==> src/rtl/falafel_pkg.sv <==
// Shared definitions for the falafel allocator host front-end: register map,
// STATUS word layout and host-interface FSM states.
package falafel_pkg;

    localparam logic [31:0] HOST_REG_ALLOC  = 32'h0;
    localparam logic [31:0] HOST_REG_FREE   = 32'h4;
    localparam logic [31:0] HOST_REG_RESP   = 32'h8;
    localparam logic [31:0] HOST_REG_STATUS = 32'hC;

    typedef struct packed {
        logic [15:0] rsvd_hi;
        logic [7:0]  resp_count;
        logic [4:0]  rsvd_lo;
        logic        resp_empty;
        logic        free_full;
        logic        alloc_full;
    } host_status_t;

    typedef enum logic {
        HOST_IDLE = 1'b0,
        HOST_RSP  = 1'b1
    } host_if_state_e;

endpackage

==> src/rtl/falafel_fifo.sv <==
// First-word-fall-through FIFO with occupancy count; dout reads 0 while empty
// so nothing undefined ever leaves the block.
module falafel_fifo #(
    parameter int DATA_W = 32,
    parameter int DEPTH  = 8,
    localparam int CNT_W = $clog2(DEPTH + 1)
) (
    input  logic              clk,
    input  logic              rst_n,
    input  logic              wr_en,
    input  logic [DATA_W-1:0] din,
    input  logic              rd_en,
    output logic [DATA_W-1:0] dout,
    output logic              empty,
    output logic [CNT_W-1:0]  count
);

    localparam int PTR_W = $clog2(DEPTH);

    logic [DATA_W-1:0] mem [DEPTH];
    logic [PTR_W-1:0]  wr_ptr;
    logic [PTR_W-1:0]  rd_ptr;
    logic              full;
    logic              do_rd;
    logic              do_wr;

    assign empty = (count == '0);
    assign full  = (count == CNT_W'(DEPTH));
    assign do_rd = rd_en && !empty;
    // A pop in the same cycle frees the slot, so a write at full still lands.
    assign do_wr = wr_en && (!full || do_rd);
    assign dout  = empty ? '0 : mem[rd_ptr];

    always_ff @(posedge clk) begin
        if (do_wr) begin
            mem[wr_ptr] <= din;
        end
    end

    always_ff @(posedge clk or negedge rst_n) begin
        if (!rst_n) begin
            wr_ptr <= '0;
            rd_ptr <= '0;
            count  <= '0;
        end else begin
            if (do_wr) begin
                wr_ptr <= wr_ptr + PTR_W'(1);
            end
            if (do_rd) begin
                rd_ptr <= rd_ptr + PTR_W'(1);
            end
            case ({do_wr, do_rd})
                2'b10:   count <= count + CNT_W'(1);
                2'b01:   count <= count - CNT_W'(1);
                default: count <= count;
            endcase
        end
    end

endmodule

==> src/rtl/falafel_host_if.sv <==
// Host register front-end of the allocator: decodes single-beat host accesses
// into alloc/free commands and returns allocation results from the core.
module falafel_host_if
    import falafel_pkg::*;
#(
    parameter int DATA_W     = 32,
    parameter int ADDR_W     = 4,
    parameter int FIFO_DEPTH = 8
) (
    input  logic              clk_i,
    input  logic              rst_ni,
    input  logic              host_req_val_i,
    output logic              host_req_rdy_o,
    input  logic              host_req_is_write_i,
    input  logic [ADDR_W-1:0] host_req_addr_i,
    input  logic [DATA_W-1:0] host_req_data_i,
    output logic              host_rsp_val_o,
    input  logic              host_rsp_rdy_i,
    output logic [DATA_W-1:0] host_rsp_data_o,
    output logic              host_rsp_err_o,
    output logic              alloc_fifo_empty_o,
    input  logic              alloc_fifo_read_i,
    output logic [DATA_W-1:0] alloc_fifo_dout_o,
    output logic              free_fifo_empty_o,
    input  logic              free_fifo_read_i,
    output logic [DATA_W-1:0] free_fifo_dout_o,
    output logic              resp_fifo_full_o,
    input  logic              resp_fifo_write_i,
    input  logic [DATA_W-1:0] resp_fifo_din_i
);

    localparam int CNT_W = $clog2(FIFO_DEPTH + 1);

    // Handshake: a request transfers on a cycle where host_req_val_i and
    // host_req_rdy_o are both high; a response transfers where host_rsp_val_o
    // and host_rsp_rdy_i are both high. Payloads are stable while valid waits.

    host_if_state_e    state;
    host_if_state_e    next_state;
    logic [31:0]       addr;
    logic              hit_alloc;
    logic              hit_free;
    logic              hit_resp;
    logic              hit_status;
    logic              hit_err;
    logic              stall;
    logic              accept;
    logic              req_rdy;
    logic [CNT_W-1:0]  alloc_count;
    logic [CNT_W-1:0]  free_count;
    logic [CNT_W-1:0]  resp_count;
    logic              alloc_full;
    logic              free_full;
    logic              resp_empty;
    logic [DATA_W-1:0] resp_dout;
    host_status_t      status;
    logic [DATA_W-1:0] rsp_data_nxt;
    logic [DATA_W-1:0] rsp_data;
    logic              rsp_err;

    assign alloc_full = (alloc_count == CNT_W'(FIFO_DEPTH));
    assign free_full  = (free_count == CNT_W'(FIFO_DEPTH));
    assign resp_fifo_full_o = (resp_count == CNT_W'(FIFO_DEPTH));

    // Misaligned addresses never equal a register constant, so they fall to error.
    always_comb begin
        addr       = 32'(host_req_addr_i);
        hit_alloc  = host_req_is_write_i  && (addr == HOST_REG_ALLOC);
        hit_free   = host_req_is_write_i  && (addr == HOST_REG_FREE);
        hit_resp   = !host_req_is_write_i && (addr == HOST_REG_RESP);
        hit_status = !host_req_is_write_i && (addr == HOST_REG_STATUS);
        hit_err    = !(hit_alloc || hit_free || hit_resp || hit_status);
        stall      = (hit_alloc && alloc_full) || (hit_free && free_full)
                   || (hit_resp && resp_empty);
    end

    always_comb begin
        status            = '0;
        status.resp_count = 8'(resp_count);
        status.resp_empty = resp_empty;
        status.free_full  = free_full;
        status.alloc_full = alloc_full;
        rsp_data_nxt      = '0;
        if (hit_resp) begin
            rsp_data_nxt = resp_dout;
        end else if (hit_status) begin
            rsp_data_nxt = DATA_W'(status);
        end
    end

    always_ff @(posedge clk_i or negedge rst_ni) begin
        if (!rst_ni) begin
            state <= HOST_IDLE;
        end else begin
            state <= next_state;
        end
    end

    always_comb begin
        next_state = state;
        req_rdy    = 1'b0;
        accept     = 1'b0;
        case (state)
            HOST_IDLE: begin
                req_rdy = !(host_req_val_i && stall);
                if (host_req_val_i && req_rdy) begin
                    accept     = 1'b1;
                    next_state = HOST_RSP;
                end
            end
            HOST_RSP: begin
                if (host_rsp_rdy_i) begin
                    next_state = HOST_IDLE;
                end
            end
            default: next_state = HOST_IDLE;
        endcase
    end

    always_ff @(posedge clk_i or negedge rst_ni) begin
        if (!rst_ni) begin
            rsp_data <= '0;
            rsp_err  <= 1'b0;
        end else if (accept) begin
            rsp_data <= rsp_data_nxt;
            rsp_err  <= hit_err;
        end
    end

    assign host_req_rdy_o  = req_rdy;
    assign host_rsp_val_o  = (state == HOST_RSP);
    assign host_rsp_data_o = rsp_data;
    assign host_rsp_err_o  = rsp_err;

    falafel_fifo #(.DATA_W(DATA_W), .DEPTH(FIFO_DEPTH)) u_alloc_fifo (
        .clk   (clk_i),
        .rst_n (rst_ni),
        .wr_en (accept && hit_alloc),
        .din   (host_req_data_i),
        .rd_en (alloc_fifo_read_i),
        .dout  (alloc_fifo_dout_o),
        .empty (alloc_fifo_empty_o),
        .count (alloc_count)
    );

    falafel_fifo #(.DATA_W(DATA_W), .DEPTH(FIFO_DEPTH)) u_free_fifo (
        .clk   (clk_i),
        .rst_n (rst_ni),
        .wr_en (accept && hit_free),
        .din   (host_req_data_i),
        .rd_en (free_fifo_read_i),
        .dout  (free_fifo_dout_o),
        .empty (free_fifo_empty_o),
        .count (free_count)
    );

    falafel_fifo #(.DATA_W(DATA_W), .DEPTH(FIFO_DEPTH)) u_resp_fifo (
        .clk   (clk_i),
        .rst_n (rst_ni),
        .wr_en (resp_fifo_write_i),
        .din   (resp_fifo_din_i),
        .rd_en (accept && hit_resp),
        .dout  (resp_dout),
        .empty (resp_empty),
        .count (resp_count)
    );

endmodule

==> config.mk <==
export PLATFORM = sky130hd
export DESIGN_NAME = falafel_host_if
export DESIGN_NICKNAME = d
export VERILOG_FILES = /design/src/rtl/falafel_pkg.sv /design/src/rtl/falafel_fifo.sv /design/src/rtl/falafel_host_if.sv
export SDC_FILE = /design/constraint.sdc
export NUM_CORES = 1
export LEC_CHECK = 0
export ABC_AREA = 1
export CELL_PAD_IN_SITES_DETAIL_PLACEMENT = 1
export CELL_PAD_IN_SITES_GLOBAL_PLACEMENT = 2
export CORE_UTILIZATION = 40
export CTS_CLUSTER_DIAMETER = 50
export DETAILED_ROUTE_END_ITERATION = 8
export PLACE_DENSITY_LB_ADDON = 0.15
export SETUP_SLACK_MARGIN = 0.15
export SLEW_MARGIN = 15
export SYNTH_ARGS = -nofsm -noshare
export SYNTH_HDL_FRONTEND = slang
export SYNTH_HIERARCHICAL = 1
export SYNTH_SLANG_ARGS = --single-unit
==> constraint.sdc <==
create_clock -name clk_i -period 5.4 [get_ports clk_i]
set_input_delay 0.81 -clock clk_i [delete_from_list [all_inputs] [get_ports clk_i]]
set_output_delay 0.81 -clock clk_i [all_outputs]
set_load 0.01 [all_outputs]
# Word level (Yosys, flattened, before mapping)
# Memories as Yosys holds them, arrays and structs flattened.
# Cells that the tools add are included.
# word_totals
register_bits,64
latch_bits,0
ramBits,768
rom_bits,0
in_bits,76
output_inout_bits,102
wordCells,101
memories,3
# mem_list
memory,depth,width,read_ports,rd_ports_with_merged_regs,write_ports,line_no,source
u_alloc_fifo.mem,8,32,1,0,1,falafel_fifo.sv:20,logic [DATA_W-1:0] mem [DEPTH];
u_free_fifo.mem,8,32,1,0,1,falafel_fifo.sv:20,
u_resp_fifo.mem,8,32,1,0,1,falafel_fifo.sv:20,
# op_classes
add_sub_neg,12
multipliers,0
n_div,0
magnitude_cmp,0
eq_ne,12
shifts,0
n_mux,19
n_bitwise,1
n_reduce_logical,42
# op_table
operator,n
$mux 32,4
$pmux 4 s2,3
$eq 4x4->1 const B,5
$add 3x1->3 const B,6
$logic_and 1x1->1,18
$logic_not 4->1,4
$add 4x1->4 const B,3
$mux 12,1
$sub 4x1->4 const B,3
$mux 1,10
$logic_not 1->1,9
$logic_or 1x1->1,8
$eq 2x1->1 const B,3
$eq 2x2->1 const B,3
$reduce_bool 2->1,3
$eq 4x3->1 const B,1
$pmux 1 s2,1
$not 1->1,1

# Depth between registers and ports, before layout
# logic_depth
depth_word,16
mapped_depth,20
mapped_depth_nobuf,18

# Modules after synthesis
# The synthesis kept the hierarchy.
# modules_own_cells
mod,instances,cells_per_inst,area_per_inst_um2,seq_area_each_um2
falafel_fifo,3,869,10671.5,7937.6
falafel_host_if,1,268,1956.9,850.8

# Least setup slack after synthesis
# OpenSTA, ideal clock, no wires.
# synth_path
kind,in2reg
from,input host_req_addr_i[2]
to,"memory u_resp_fifo.mem[0][0], enable pin"
setup_ns,0.421
t_arrival_ns,3.549
required_ns,4.979
setup_slack_ns,1.430
stages,13
path_buffers,2
path_cell_list,buf_4 -> inv_4 -> nand2_1 -> nor2_1 -> nand2_1 -> nand4_4 -> buf_6 -> nor2_1 -> nor2_1 -> nand3_1 -> nand2_1 -> or2_2 -> nor2_1
# synth_between
elab_chain_len,16
word_cells_on_any_way,22
cone_classes,eq/ne (2); mux (4); reduce/logical (16)
# synth_lines
item,line_no,source
"start, declared",falafel_host_if.sv:15,"input logic [ADDR_W-1:0] host_req_addr_i,"
$eq 4x3->1 or $logic_not 4->1 (tied branches),"falafel_host_if.sv:69, falafel_host_if.sv:68",
$logic_and 1x1->1 (on tied branches),"falafel_host_if.sv:69, falafel_host_if.sv:68",
$logic_and 1x1->1,falafel_host_if.sv:73,stall = (hit_alloc && alloc_full) || (hit_free && free_full)
$logic_or 1x1->1,falafel_host_if.sv:73,
$logic_or 1x1->1,falafel_host_if.sv:74,|| (hit_resp && resp_empty);
$logic_and 1x1->1,falafel_host_if.sv:105,req_rdy = !(host_req_val_i && stall);
$logic_not 1->1,falafel_host_if.sv:105,
$logic_and 1x1->1,falafel_host_if.sv:106,if (host_req_val_i && req_rdy) begin
$mux 1,falafel_host_if.sv:106,
$mux 1,falafel_host_if.sv:103,case (state)
$logic_and 1x1->1 (*),falafel_host_if.sv:162,".rd_en (accept && hit_resp),"
$logic_and 1x1->1 (*),falafel_fifo.sv:29,assign do_rd = rd_en && !empty;
$logic_or 1x1->1 (*),falafel_fifo.sv:31,assign do_wr = wr_en && (!full || do_rd);
$logic_and 1x1->1 (*),falafel_fifo.sv:31,
$mux 1 (*),falafel_fifo.sv:35,if (do_wr) begin
$mux 1 (implied by the code) (*),falafel_fifo.sv:36,mem[wr_ptr] <= din;
"end, declared",falafel_fifo.sv:20,
# Every way passes the cells marked *; elsewhere a longest branch is shown, timed or not.

# Final worst setup path
# layout_path
from,register u_free_fifo.rd_ptr[0]
to,output free_fifo_dout_o[25]
# layout_between
elab_chain_len,2
# layout_lines
item,line_no,source
"start, declared",falafel_fifo.sv:22,logic [PTR_W-1:0] rd_ptr;
"start signal, assigned",falafel_fifo.sv:50,rd_ptr <= rd_ptr + PTR_W'(1);
$mem_v2 8x32,--,
$mux 32,falafel_fifo.sv:32,assign dout = empty ? '0 : mem[rd_ptr];
"end, declared",falafel_host_if.sv:26,"output logic [DATA_W-1:0] free_fifo_dout_o,"
# No other way between the ends.

==> reports/results.ini <==
[power_and_ir_drop]
vdd_drop_max_v = 0.000295
powerDensity_nw_per_um2 = 532
power_w = 0.0216
p_leak_nw = 14.0

[worst_setup_path]
ff2ff_path_depth = 12
cp-start-kind = flip-flop
r2r-start = u_resp_fifo/count[0]$_DFFE_PN0P_
critPathMaxFanout = 65
cp-end-kind = output port
r2r_end = u_resp_fifo/mem[2][4]$_DFFE_PP_
rrSetupSlack_ns = 1.70
worst_ep_required_time_ns = 4.59
cp_data_arrival_time_ns = 4.03
path_class = flip-flop to output port

[detailed_routing]
wl_um = 92100
dr_total_vias = 22200
ant_nets = 0
firstDrtPassIters = 5
vias_per_cell = 5.21
drc = 0
wl_per_cell_um = 21.6
first_iter_violations = 1311

[clock_network]
clockRootBuffer = clkbuf_16
clk_latency_ns = 0.67
cts.sinks = 832
post_cts_buffers = 0
cts_hold_buf = 0
clk_path_buf_depth = 3
cts_tree = built
clk_pin_slew_ns = 0.06
cts_resized = 0
htreeDepth = 3
cts_buffers = 105

[global_routing]
antenna_found_initial = 2
grt_max_degree = 92
overflow = 0
grtUsageTotal_pct = 21.5
grt_pass1_vias = 23800
grt_pass1_wl_um = 141000

[logic_synthesis]
seq_area_frac_synth_pct = 72.6
yosysTopAreaCell = edfxtp_1
synthCells = 2875
synth_area_leaders = edfxtp_1 (68%), nor2_1 (9.2%), o21ai_0 (7.1%)
synth_nets = 2966
synth_top_area_share_pct = 67.9
yosys_warnings = 6
synth-seq-cells = 832
syn_area_um2 = 34000
synth_cell_type_count = 31
avgSynthCellArea_um2 = 11.8

[floorplan]
start_util_pct = 40.5
ios = 178
core_um2 = 83800
die_x_um = 293
rows = 106
die_h_um = 293
dieArea_um2 = 86100

[timing]
slew_headroom_pct = 27.8
hold_viol = 0
max_freq_mhz = 206
layout_min_cycle_time_ns = 4.84
drv_slew = 0
tns_ns = 0
min_period_over_period_pct = 89.7
setup_viol = 0
rsz0062_at_grt = no
skew_ns = 0.0337
worst_slew_pin_slew_ns = 1.08

[final_layout]
n_fill_cell = 8721
finalNetCount = 3133
antennaDiodeCount = 0
drive_above_1_share_pct = 9.29
area_growth_pct = 19.4
final-seq-area_um2 = 24700
multiInputGateArea_um2 = 8240

[worst_hold_path]
hold_class = primary input to asynchronous set/reset pin

[place]
io_buffer_count = 177
hpwlAfterDp_um = 54500
gp_congestion = 0.790

[flow_run]
maxCapViolCount = 0

[status]
status = complete, no violations

where the power goes:
group          internal [W]  switching (W)  leakage (nW)  total [W]
registers           0.00747       0.000554          7.73    0.00802
logic               0.00233        0.00404          4.50    0.00638
clock network       0.00432        0.00286          1.75    0.00719
layout by cell type, fill, tap and decap left out, types with 2 or more instances in the layout:
cell type / Yosys / final
a21oi_1: 7 / 7
buf_12: 0 / 5
buf_4: 22 / 52
bufinv_16: 0 / 11
clkbuf_1: 64 / 17
clkbuf_16: 0 / 108
clkbuf_8: 0 / 5
clkdlybuf4s50_1: 0 / 176
clkinv_1: 0 / 6
clkinv_16: 0 / 2
clkinv_2: 0 / 17
clkinv_4: 0 / 10
clkinv_8: 0 / 2
clkinvlp_4: 0 / 12
dfrtp_1: 64 / 58
dfrtp_4: 0 / 6
edfxtp_1: 768 / 768
fa_1: 3 / 3
ha_1: 12 / 12
inv_1: 70 / 70
inv_16: 0 / 2
inv_2: 7 / 4
inv_6: 0 / 7
inv_8: 0 / 2
nand2_1: 147 / 147
nand2_2: 8 / 8
nand3_1: 23 / 23
nand4_1: 46 / 46
nor2_1: 837 / 813
nor2_2: 5 / 5
nor2_4: 3 / 27
o21ai_0: 480 / 480
o21ai_1: 199 / 199
or2_2: 3 / 3
xnor2_1: 3 / 3
xor2_1: 12 / 12
synth_stat cells, drive strengths merged:
master  count
or2         4
clkbuf     79
xor2       12
nand4      47
dfrtp      64
edfxtp    768
xnor2       3
nor4        1
ha         12
a21oi       7
nand2     155
o21ai     679
inv        78
nor2      845
buf        94
nand3      24
fa          3
sequential cells by signal (all words and copies together) (netlist names):
signal and flops:
u_resp_fifo/rd_ptr 3, host_rsp_err_o 1, u_free_fifo/rd_ptr 3, u_free_fifo/wr_ptr 3
u_alloc_fifo/mem 256, host_rsp_val_o 1, host_rsp_data_o 32, u_free_fifo/count 4
u_resp_fifo/count 4, u_resp_fifo/mem 256, u_alloc_fifo/count 4, u_free_fifo/mem 256
u_alloc_fifo/wr_ptr 3, u_alloc_fifo/rd_ptr 3, u_resp_fifo/wr_ptr 3
cells by family after synthesis:
logic type / Yosys count / synth area share, %
AO/OA/AOI/OAI: 686 / 10.1
buffers and inverters: 251 / 3.68
AND/OR/NAND/NOR: 1076 / 12.6
XOR/XNOR: 15 / 0.387
flip-flops: 832 / 72.6
adder cells (fa/ha/maj): 15 / 0.619
worst max-delay path: stages (launching register included):
cell and delay [ns]:
dfrtp_4 0.44, buf_4 0.57, buf_4 0.67, nor2_1 0.12, nor2_1 0.11, o21ai_0 0.12
o21ai_0 0.13, o21ai_0 0.09, nor2_1 0.39, clkdlybuf4s50_1 0.62
layout make-up:
type | instances | share of cell area [%]
clock inverter | 68 | 2.02
tap | 1134 | 3.50
multi-input combinational | 1792 | 20.3
clock buffer | 130 | 6.99
sequential | 832 | 60.9
inverter | 78 | 0.738
timing repair buffer | 233 | 5.55
layer usage:
| metal | share of wire (%) | vias to the layer above | track usage (%) |
|---|---|---|---|
| met5 | 0.027 | - | 0 |
| met1 | 43 | 11300 | 26.9 |
| met2 | 51 | 396 | 38.2 |
| li1 | - | 10400 | - |
| met4 | 2.9 | 4 | 6.92 |
| met3 | 3.4 | 140 | 3.21 |
worst max-delay path by stage:
stage | start | end | slack [ns]
after floorplan | host_req_addr_i[2] | u_resp_fifo/mem[0][0]$_DFFE_PP_ | 1.43
after global placement | host_req_addr_i[2] | u_resp_fifo/mem[2][11]$_DFFE_PP_ | 0.93
after detailed placement | host_req_addr_i[2] | u_resp_fifo/mem[2][9]$_DFFE_PP_ | 0.84
after CTS | u_alloc_fifo/rd_ptr[0]$_DFFE_PN0N_ | alloc_fifo_dout_o[14] | 0.55
after global routing | u_alloc_fifo/rd_ptr[0]$_DFFE_PN0N_ | alloc_fifo_dout_o[15] | 0.27
final | u_free_fifo/rd_ptr[0]$_DFFE_PN0N_ | free_fifo_dout_o[25] | 0.56
per-stage QoR:
step                      hold WS (ns)  cells  instance area, um2  utilization (%)  setup WS [ns]
final                            0.322   4267               40500             48.4          0.555
after detailed placement         0.469   4069               36900             44.0          0.838
after global placement           0.463   4069               36900             44.0          0.929
after floorplan                  0.492   2875               34000                -           1.43
after CTS                        0.323   4267               40500             48.4          0.546
after global routing             0.372   4267               40500             48.4          0.267
Power figures use the tool's default switching activity.
